<file path="config.mk">
export PLATFORM = sky130hd
export DESIGN_NAME = apb_demux
export DESIGN_NICKNAME = d
export VERILOG_FILES = /design/src/rtl/apb_pkg.sv /design/src/rtl/apb_demux_decode.sv /design/src/rtl/apb_demux.sv
export SDC_FILE = /design/constraint.sdc
export NUM_CORES = 1
export LEC_CHECK = 0
export ABC_AREA = 1
export CAP_MARGIN = 30
export CORE_MARGIN = 1
export CORE_UTILIZATION = 45
export CTS_CLUSTER_SIZE = 12
export DETAILED_ROUTE_END_ITERATION = 8
export PLACE_DENSITY = 0.86
export SLEW_MARGIN = 25
export SYNTH_ARGS = -nofsm -noshare
export SYNTH_HDL_FRONTEND = slang
export SYNTH_SLANG_ARGS = --single-unit
</file>
<file path="constraint.sdc">
create_clock -name PCLK -period 3 [get_ports PCLK]
set_input_delay 0.6 -clock PCLK [delete_from_list [all_inputs] [get_ports PCLK]]
set_output_delay 0.6 -clock PCLK [all_outputs]
set_load 0.005 [all_outputs]
</file>
<file path="src/rtl/apb_pkg.sv">
// Shared types for the APB3 fan-out bridge: FSM states, request/response payloads.
// Payload fields are sized for the widest supported bus; ports narrower than this are zero-extended.
package apb_pkg;

  localparam int unsigned APB_AW = 32;
  localparam int unsigned APB_DW = 32;
  localparam int unsigned APB_IW = 4;

  typedef enum logic [1:0] {
    ST_IDLE   = 2'd0,
    ST_SETUP  = 2'd1,
    ST_ACCESS = 2'd2,
    ST_RESP   = 2'd3
  } state_e;

  typedef struct packed {
    logic [APB_AW-1:0] addr;
    logic [APB_DW-1:0] wdata;
    logic              write;
    logic [APB_IW-1:0] idx;
  } apb_req_t;

  typedef struct packed {
    logic [APB_DW-1:0] rdata;
    logic              err;
  } apb_rsp_t;

  // Select-field width; a single slave still gets one index bit.
  function automatic int unsigned apb_idx_w(input int unsigned n);
    return (n > 32'd2) ? 32'($clog2(n)) : 32'd1;
  endfunction

endpackage

</file>
<file path="src/rtl/apb_demux_decode.sv">
// Address-window decoder: slave index from the bits above the window offset,
// error when the fabric base does not match or the index has no slave behind it.
module apb_demux_decode
  import apb_pkg::*;
#(
  parameter int unsigned           ADDR_WIDTH    = 32,
  parameter int unsigned           N_SLAVES      = 4,
  parameter int unsigned           SLV_ADDR_BITS = 12,
  parameter logic [ADDR_WIDTH-1:0] BASE_ADDR     = 32'h4000_0000,
  parameter int unsigned           IDX_W         = apb_idx_w(N_SLAVES)
) (
  input  logic [ADDR_WIDTH-1:0] paddr,
  output logic [IDX_W-1:0]      idx,
  output logic                  dec_err
);

  localparam int unsigned TOP_LSB = SLV_ADDR_BITS + IDX_W;

  logic base_hit;
  logic idx_ok;
  logic unused_offset;

  assign idx           = paddr[SLV_ADDR_BITS +: IDX_W];
  assign unused_offset = ^paddr[SLV_ADDR_BITS-1:0];

  generate
    if (TOP_LSB < ADDR_WIDTH) begin : g_base
      assign base_hit = (paddr[ADDR_WIDTH-1:TOP_LSB] == BASE_ADDR[ADDR_WIDTH-1:TOP_LSB]);
    end else begin : g_nobase
      assign base_hit = 1'b1;
    end

    // Every index value is populated when N_SLAVES fills the index field.
    if (N_SLAVES == (32'd1 << IDX_W)) begin : g_full
      assign idx_ok = 1'b1;
    end else begin : g_partial
      assign idx_ok = (idx <= IDX_W'(N_SLAVES - 32'd1));
    end
  endgenerate

  assign dec_err = !base_hit || !idx_ok;

endmodule

</file>
<file path="src/rtl/apb_demux.sv">
// APB3 bridge: one upstream completer port fanned out to N_SLAVES requester ports,
// fully registered in both directions. Access timeout compiled in with APB_DEMUX_TIMEOUT_EN.
module apb_demux
  import apb_pkg::*;
#(
  parameter int unsigned           DATA_WIDTH     = 32,
  parameter int unsigned           ADDR_WIDTH     = 32,
  parameter int unsigned           N_SLAVES       = 4,
  parameter int unsigned           SLV_ADDR_BITS  = 12,
  parameter logic [ADDR_WIDTH-1:0] BASE_ADDR      = 32'h4000_0000,
  parameter int unsigned           TIMEOUT_CYCLES = 255
) (
  input  logic                           PCLK,
  input  logic                           PRESETn,
  input  logic [ADDR_WIDTH-1:0]          s_PADDR,
  input  logic [DATA_WIDTH-1:0]          s_PWDATA,
  input  logic                           s_PSEL,
  input  logic                           s_PENABLE,
  input  logic                           s_PWRITE,
  output logic                           s_PREADY,
  output logic [DATA_WIDTH-1:0]          s_PRDATA,
  output logic                           s_PSLVERR,
  output logic [ADDR_WIDTH-1:0]          m_PADDR,
  output logic [DATA_WIDTH-1:0]          m_PWDATA,
  output logic                           m_PWRITE,
  output logic                           m_PENABLE,
  output logic [N_SLAVES-1:0]            m_PSEL,
  input  logic [N_SLAVES-1:0]            m_PREADY,
  input  logic [N_SLAVES-1:0]            m_PSLVERR,
  input  logic [N_SLAVES*DATA_WIDTH-1:0] m_PRDATA
);

  localparam int unsigned IDX_W = apb_idx_w(N_SLAVES);

  state_e   state_q, state_d;
  apb_req_t req_q, req_d;
  apb_rsp_t rsp_q, rsp_d;

  logic [IDX_W-1:0]      dec_idx;
  logic                  dec_err;
  logic [ADDR_WIDTH-1:0] offset;
  logic                  setup_phase;
  logic                  access_phase;

  logic                  sel_ready;
  logic                  sel_err;
  logic [DATA_WIDTH-1:0] sel_rdata;
  logic                  timeout;

  logic                  pready_d;
  logic [DATA_WIDTH-1:0] prdata_d;
  logic                  pslverr_d;
  logic [N_SLAVES-1:0]   msel_d;
  logic                  menable_d;
  logic                  mwrite_d;
  logic [ADDR_WIDTH-1:0] maddr_d;
  logic [DATA_WIDTH-1:0] mwdata_d;

  apb_demux_decode #(
    .ADDR_WIDTH    (ADDR_WIDTH),
    .N_SLAVES      (N_SLAVES),
    .SLV_ADDR_BITS (SLV_ADDR_BITS),
    .BASE_ADDR     (BASE_ADDR),
    .IDX_W         (IDX_W)
  ) u_decode (
    .paddr   (s_PADDR),
    .idx     (dec_idx),
    .dec_err (dec_err)
  );

  assign offset       = ADDR_WIDTH'(s_PADDR[SLV_ADDR_BITS-1:0]);
  assign setup_phase  = s_PSEL && !s_PENABLE;
  assign access_phase = s_PSEL && s_PENABLE;

  // Only the addressed slave's response is looked at.
  always_comb begin
    sel_ready = 1'b0;
    sel_err   = 1'b0;
    sel_rdata = '0;
    for (int unsigned i = 0; i < N_SLAVES; i++) begin
      if (req_q.idx == APB_IW'(i)) begin
        sel_ready = m_PREADY[i];
        sel_err   = m_PSLVERR[i];
        sel_rdata = m_PRDATA[i*DATA_WIDTH +: DATA_WIDTH];
      end
    end
  end

`ifdef APB_DEMUX_TIMEOUT_EN
  localparam int unsigned CNT_W = $clog2(TIMEOUT_CYCLES + 1);

  logic [CNT_W-1:0] cnt_q;

  always_ff @(posedge PCLK or negedge PRESETn) begin
    if (!PRESETn) begin
      cnt_q <= '0;
    end else if (state_d == ST_SETUP) begin
      cnt_q <= '0;
    end else if (state_q == ST_ACCESS && !sel_ready) begin
      cnt_q <= CNT_W'(32'(cnt_q) + 32'd1);
    end
  end

  // Fires in the access cycle that brings the count to TIMEOUT_CYCLES.
  assign timeout = (state_q == ST_ACCESS) && !sel_ready &&
                   ((32'(cnt_q) + 32'd1) >= TIMEOUT_CYCLES);
`else
  localparam int unsigned unused_timeout_cycles = TIMEOUT_CYCLES;

  assign timeout = 1'b0;
`endif

  always_ff @(posedge PCLK or negedge PRESETn) begin
    if (!PRESETn) begin
      state_q <= ST_IDLE;
    end else begin
      state_q <= state_d;
    end
  end

  // Next state plus the captured request and response.
  always_comb begin
    state_d = state_q;
    req_d   = req_q;
    rsp_d   = rsp_q;
    case (state_q)
      ST_IDLE: begin
        if (setup_phase) begin
          req_d.addr  = APB_AW'(offset);
          req_d.wdata = APB_DW'(s_PWDATA);
          req_d.write = s_PWRITE;
          req_d.idx   = APB_IW'(dec_idx);
          if (dec_err) begin
            rsp_d.rdata = '0;
            rsp_d.err   = 1'b1;
            state_d     = ST_RESP;
          end else begin
            state_d = ST_SETUP;
          end
        end
      end
      ST_SETUP: state_d = ST_ACCESS;
      ST_ACCESS: begin
        if (sel_ready) begin
          rsp_d.rdata = req_q.write ? '0 : APB_DW'(sel_rdata);
          rsp_d.err   = sel_err;
          state_d     = ST_RESP;
        end else if (timeout) begin
          rsp_d.rdata = '0;
          rsp_d.err   = 1'b1;
          state_d     = ST_RESP;
        end
      end
      ST_RESP: begin
        // Leave once the response has been presented, or drop it if the master went away.
        if (s_PREADY || !s_PSEL) begin
          state_d = ST_IDLE;
        end
      end
      default: state_d = ST_IDLE;
    endcase
  end

  // Next values of the registered port outputs, derived from the upcoming state.
  always_comb begin
    pready_d  = 1'b0;
    prdata_d  = '0;
    pslverr_d = 1'b0;
    msel_d    = '0;
    menable_d = 1'b0;
    mwrite_d  = 1'b0;
    maddr_d   = '0;
    mwdata_d  = '0;
    if (state_d == ST_RESP && access_phase) begin
      pready_d  = 1'b1;
      prdata_d  = DATA_WIDTH'(rsp_d.rdata);
      pslverr_d = rsp_d.err;
    end
    if (state_d == ST_SETUP || state_d == ST_ACCESS) begin
      msel_d    = N_SLAVES'(1) << req_d.idx;
      menable_d = (state_d == ST_ACCESS);
      mwrite_d  = req_d.write;
      maddr_d   = ADDR_WIDTH'(req_d.addr);
      mwdata_d  = DATA_WIDTH'(req_d.wdata);
    end
  end

  always_ff @(posedge PCLK or negedge PRESETn) begin
    if (!PRESETn) begin
      req_q     <= '0;
      rsp_q     <= '0;
      s_PREADY  <= 1'b0;
      s_PRDATA  <= '0;
      s_PSLVERR <= 1'b0;
      m_PSEL    <= '0;
      m_PENABLE <= 1'b0;
      m_PWRITE  <= 1'b0;
      m_PADDR   <= '0;
      m_PWDATA  <= '0;
    end else begin
      req_q     <= req_d;
      rsp_q     <= rsp_d;
      s_PREADY  <= pready_d;
      s_PRDATA  <= prdata_d;
      s_PSLVERR <= pslverr_d;
      m_PSEL    <= msel_d;
      m_PENABLE <= menable_d;
      m_PWRITE  <= mwrite_d;
      m_PADDR   <= maddr_d;
      m_PWDATA  <= mwdata_d;
    end
  end

endmodule

</file>
==> results.py <==
metrics = {
    "route": {
        "wl_per_cell_um": 16.4,
        "vias": 7648,
        "drc": 0,
        "drt_pass1_iterations": 4,
        "drt_iter0_markers": 377,
        "viasPerCell": 4.95,
        "ant_nets": 0,
        "drt-total-wl_um": 25300,
    },
    "cts": {
        "cts_tree": "done",
        "clkTransAtPathRegs_ps": 60,
        "cts_buffers": 22,
        "htreeDepth": 1,
        "post-cts-setup-buffers": 0,
        "clk_latency_ps": 490,
        "cts-root-buf": "clkbuf_16",
        "cts_resized": 0,
        "clock_tree.buffer_depth": 3,
        "holdBufCountCts": 0,
        "cts_num_sinks": 208,
    },
    "timing": {
        "timing.final.ws_setup_ps": 790,
        "period_needed_ps": 2210,
        "maxSlewHeadroom_pct": 50.0,
        "fin_crit_sh_pct": 73.7,
        "setup_violations": 0,
        "hold_violations": 0,
        "finalSetupTns_ps": 0,
        "skew_ps": 8.17,
        "clock.fmax_ghz": 0.452,
        "worst_pin_slew_ps": 750,
        "final_max_slew_viol_count": 0,
        "rsz0062_at_grt": "false",
        "fin_hold_ws_ps": 130,
    },
    "setup_path": {
        "startpoint_type": "primary input",
        "r2r_end": "m_PADDR[27]",
        "cp.required_ps": 3330,
        "cp-end-kind": "flip-flop",
        "r2r_slack_ps": 800,
        "crit_type": "primary input to flip-flop",
        "crit_arrival_ps": 2540,
        "reg2reg_depth": 12,
        "r2r_start": "req_q[1]",
        "worstPathMaxFanout": 18,
    },
    "floorplanning": {
        "die_h_um": 142,
        "start_util_pct": 46.4,
        "io_pins": 309,
        "die_w_um": 142,
        "die_area_sq_um": 20100,
        "row_count": 50,
        "core_sq_um": 18900,
    },
    "finish": {
        "final_common_cell": "clkdlybuf4s50_1",
        "layout_common_cells": "clkdlybuf4s50_1 (307), dfrtp_1 (208), nand3_1 (142)",
        "nNetsFinal": 1482,
        "utilization_pct": 67.7,
        "design_area_sq_um": 12800,
        "antenna_cells": 0,
        "drive_gt1_share_pct": 10.3,
        "syn_to_final_growth_pct": 45.9,
    },
    "logic_synthesis": {
        "synth-warning-count": 0,
        "synth-seq-area-share_pct": 59.3,
        "syn_inst": 984,
        "synth-seq-cells": 208,
        "ys_types": 19,
        "syn-num-nets": 1191,
        "avgSynthCellArea_sq_um": 8.91,
        "syn-cell-area_sq_um": 8770,
    },
    "flow_run": {
        "drv_cap": 0,
    },
    "place": {
        "dp_hpwl_um": 17500,
        "pre_cts_ws_ps": 293,
        "gp_congestion": 0.805,
        "portBuffers": 308,
        "post_dp_cell_area_sq_um": 12100,
    },
    "global_routing": {
        "antenna_found_initial": 0,
        "overflow": 0,
        "grt_pass1_wl_um": 39600,
        "grt_pass1_vias": 7802,
        "groute.usage.overall_pct": 25.2,
        "grt_max_degree": 88,
    },
    "pwr": {
        "power.density_nw_per_um2": 948,
        "p_leak_nw": 6.00,
        "vdd_ir_drop_max_mv": 0.603,
    },
    "status": {
        "outcome": "complete, no violations",
    },
    "hold_path": {
        "hp-class": "primary input to async pin",
    },
}
==> layer usage <==
metal / track usage (%) / wire length, um / up-vias
met2: 44.6 / 12400 / 265
met1: 29.4 / 9760 / 3666
met4: 7.47 / 671 / 0
met5: 0 / 0 / -
li1: - / - / 3671
met3: 7.56 / 2450 / 46
==> area by class of cell <==
cell class                 instances  area [sq um]
clock buffer                      34           657
tap                              260           325
fill                            1505          6100
timing repair buffer             326          3290
inverter                         117           439
clock inverter                     1          7.51
sequential                       208          5200
multi-input combinational        600          2870
==> cells in the mapped netlist <==
cell type	number	area share [%]
ha_1	2	0.29
nand2_1	121	5.2
clkinv_1	1	0.043
buf_4	6	0.51
nor2_1	120	5.1
nor3_1	21	1.2
buf_2	22	1.3
and3_1	31	2.2
dfrtp_1	208	59
o21ai_0	50	2.9
inv_2	2	0.086
a31oi_1	1	0.071
nor2_2	2	0.14
nand3_1	142	8.1
nand2_2	1	0.071
clkbuf_1	31	1.3
a21oi_1	33	1.9
inv_1	114	4.9
or2_2	76	5.4
==> report_power, final <==
part / total (mW) / switching [mW] / internal, mW
logic: 5.38 / 2.94 / 2.44
clock network: 2.52 / 1.03 / 1.49
registers: 4.22 / 0.328 / 3.89
total: 12.1 / 4.30 / 7.83
==> stage by stage <==
stage	total power, mW	cells
final	12.1	1546
after floorplan	7.26	984
after detailed placement	9.65	1511
after global routing	13.0	1546
after global placement	9.43	1510
after CTS	12.3	1546
==> logic make-up after synthesis <==
logic type	after synthesis	share of synthesized area, %
AOI/OAI and AO/OA	84	4.81
DFF	208	59.3
adders and majority gates	2	0.285
and+or+nand+nor	514	27.5
buffers and inverters	176	8.10
==> registers in the layout, indices dropped and copies added (netlist names) <==
name	flops
s_PSLVERR	1
rsp_q	33
req_q	69
m_PWRITE	1
m_PSEL	4
m_PWDATA	32
state_q	2
s_PRDATA	32
s_PREADY	1
m_PENABLE	1
m_PADDR	32
==> worst max-delay path, stage by stage <==
cell and delay, ps:
clkdlybuf4s50_1 390, or2_2 290, nor2_1 110, nand3_1 140, nand2_1 100, a21oi_1 110
ha_2 430, buf_4 260, nor3_1 100
==> worst max-delay path by stage <==
stage / from / endpoint / slack, ps / cells past startpoint
final: s_PADDR[15] / m_PADDR[27] / 790 / 9
after global routing: req_q[1] / m_PADDR[27] / 520 / 12
after CTS: req_q[1] / m_PADDR[27] / 780 / 12
after detailed placement: s_PADDR[15] / m_PADDR[27] / 290 / 9
after global placement: s_PADDR[15] / m_PADDR[21] / 380 / 9
after floorplan: s_PSEL / m_PADDR[0] / 570 / 12
No activity file was read; power rests on OpenSTA's default activity.
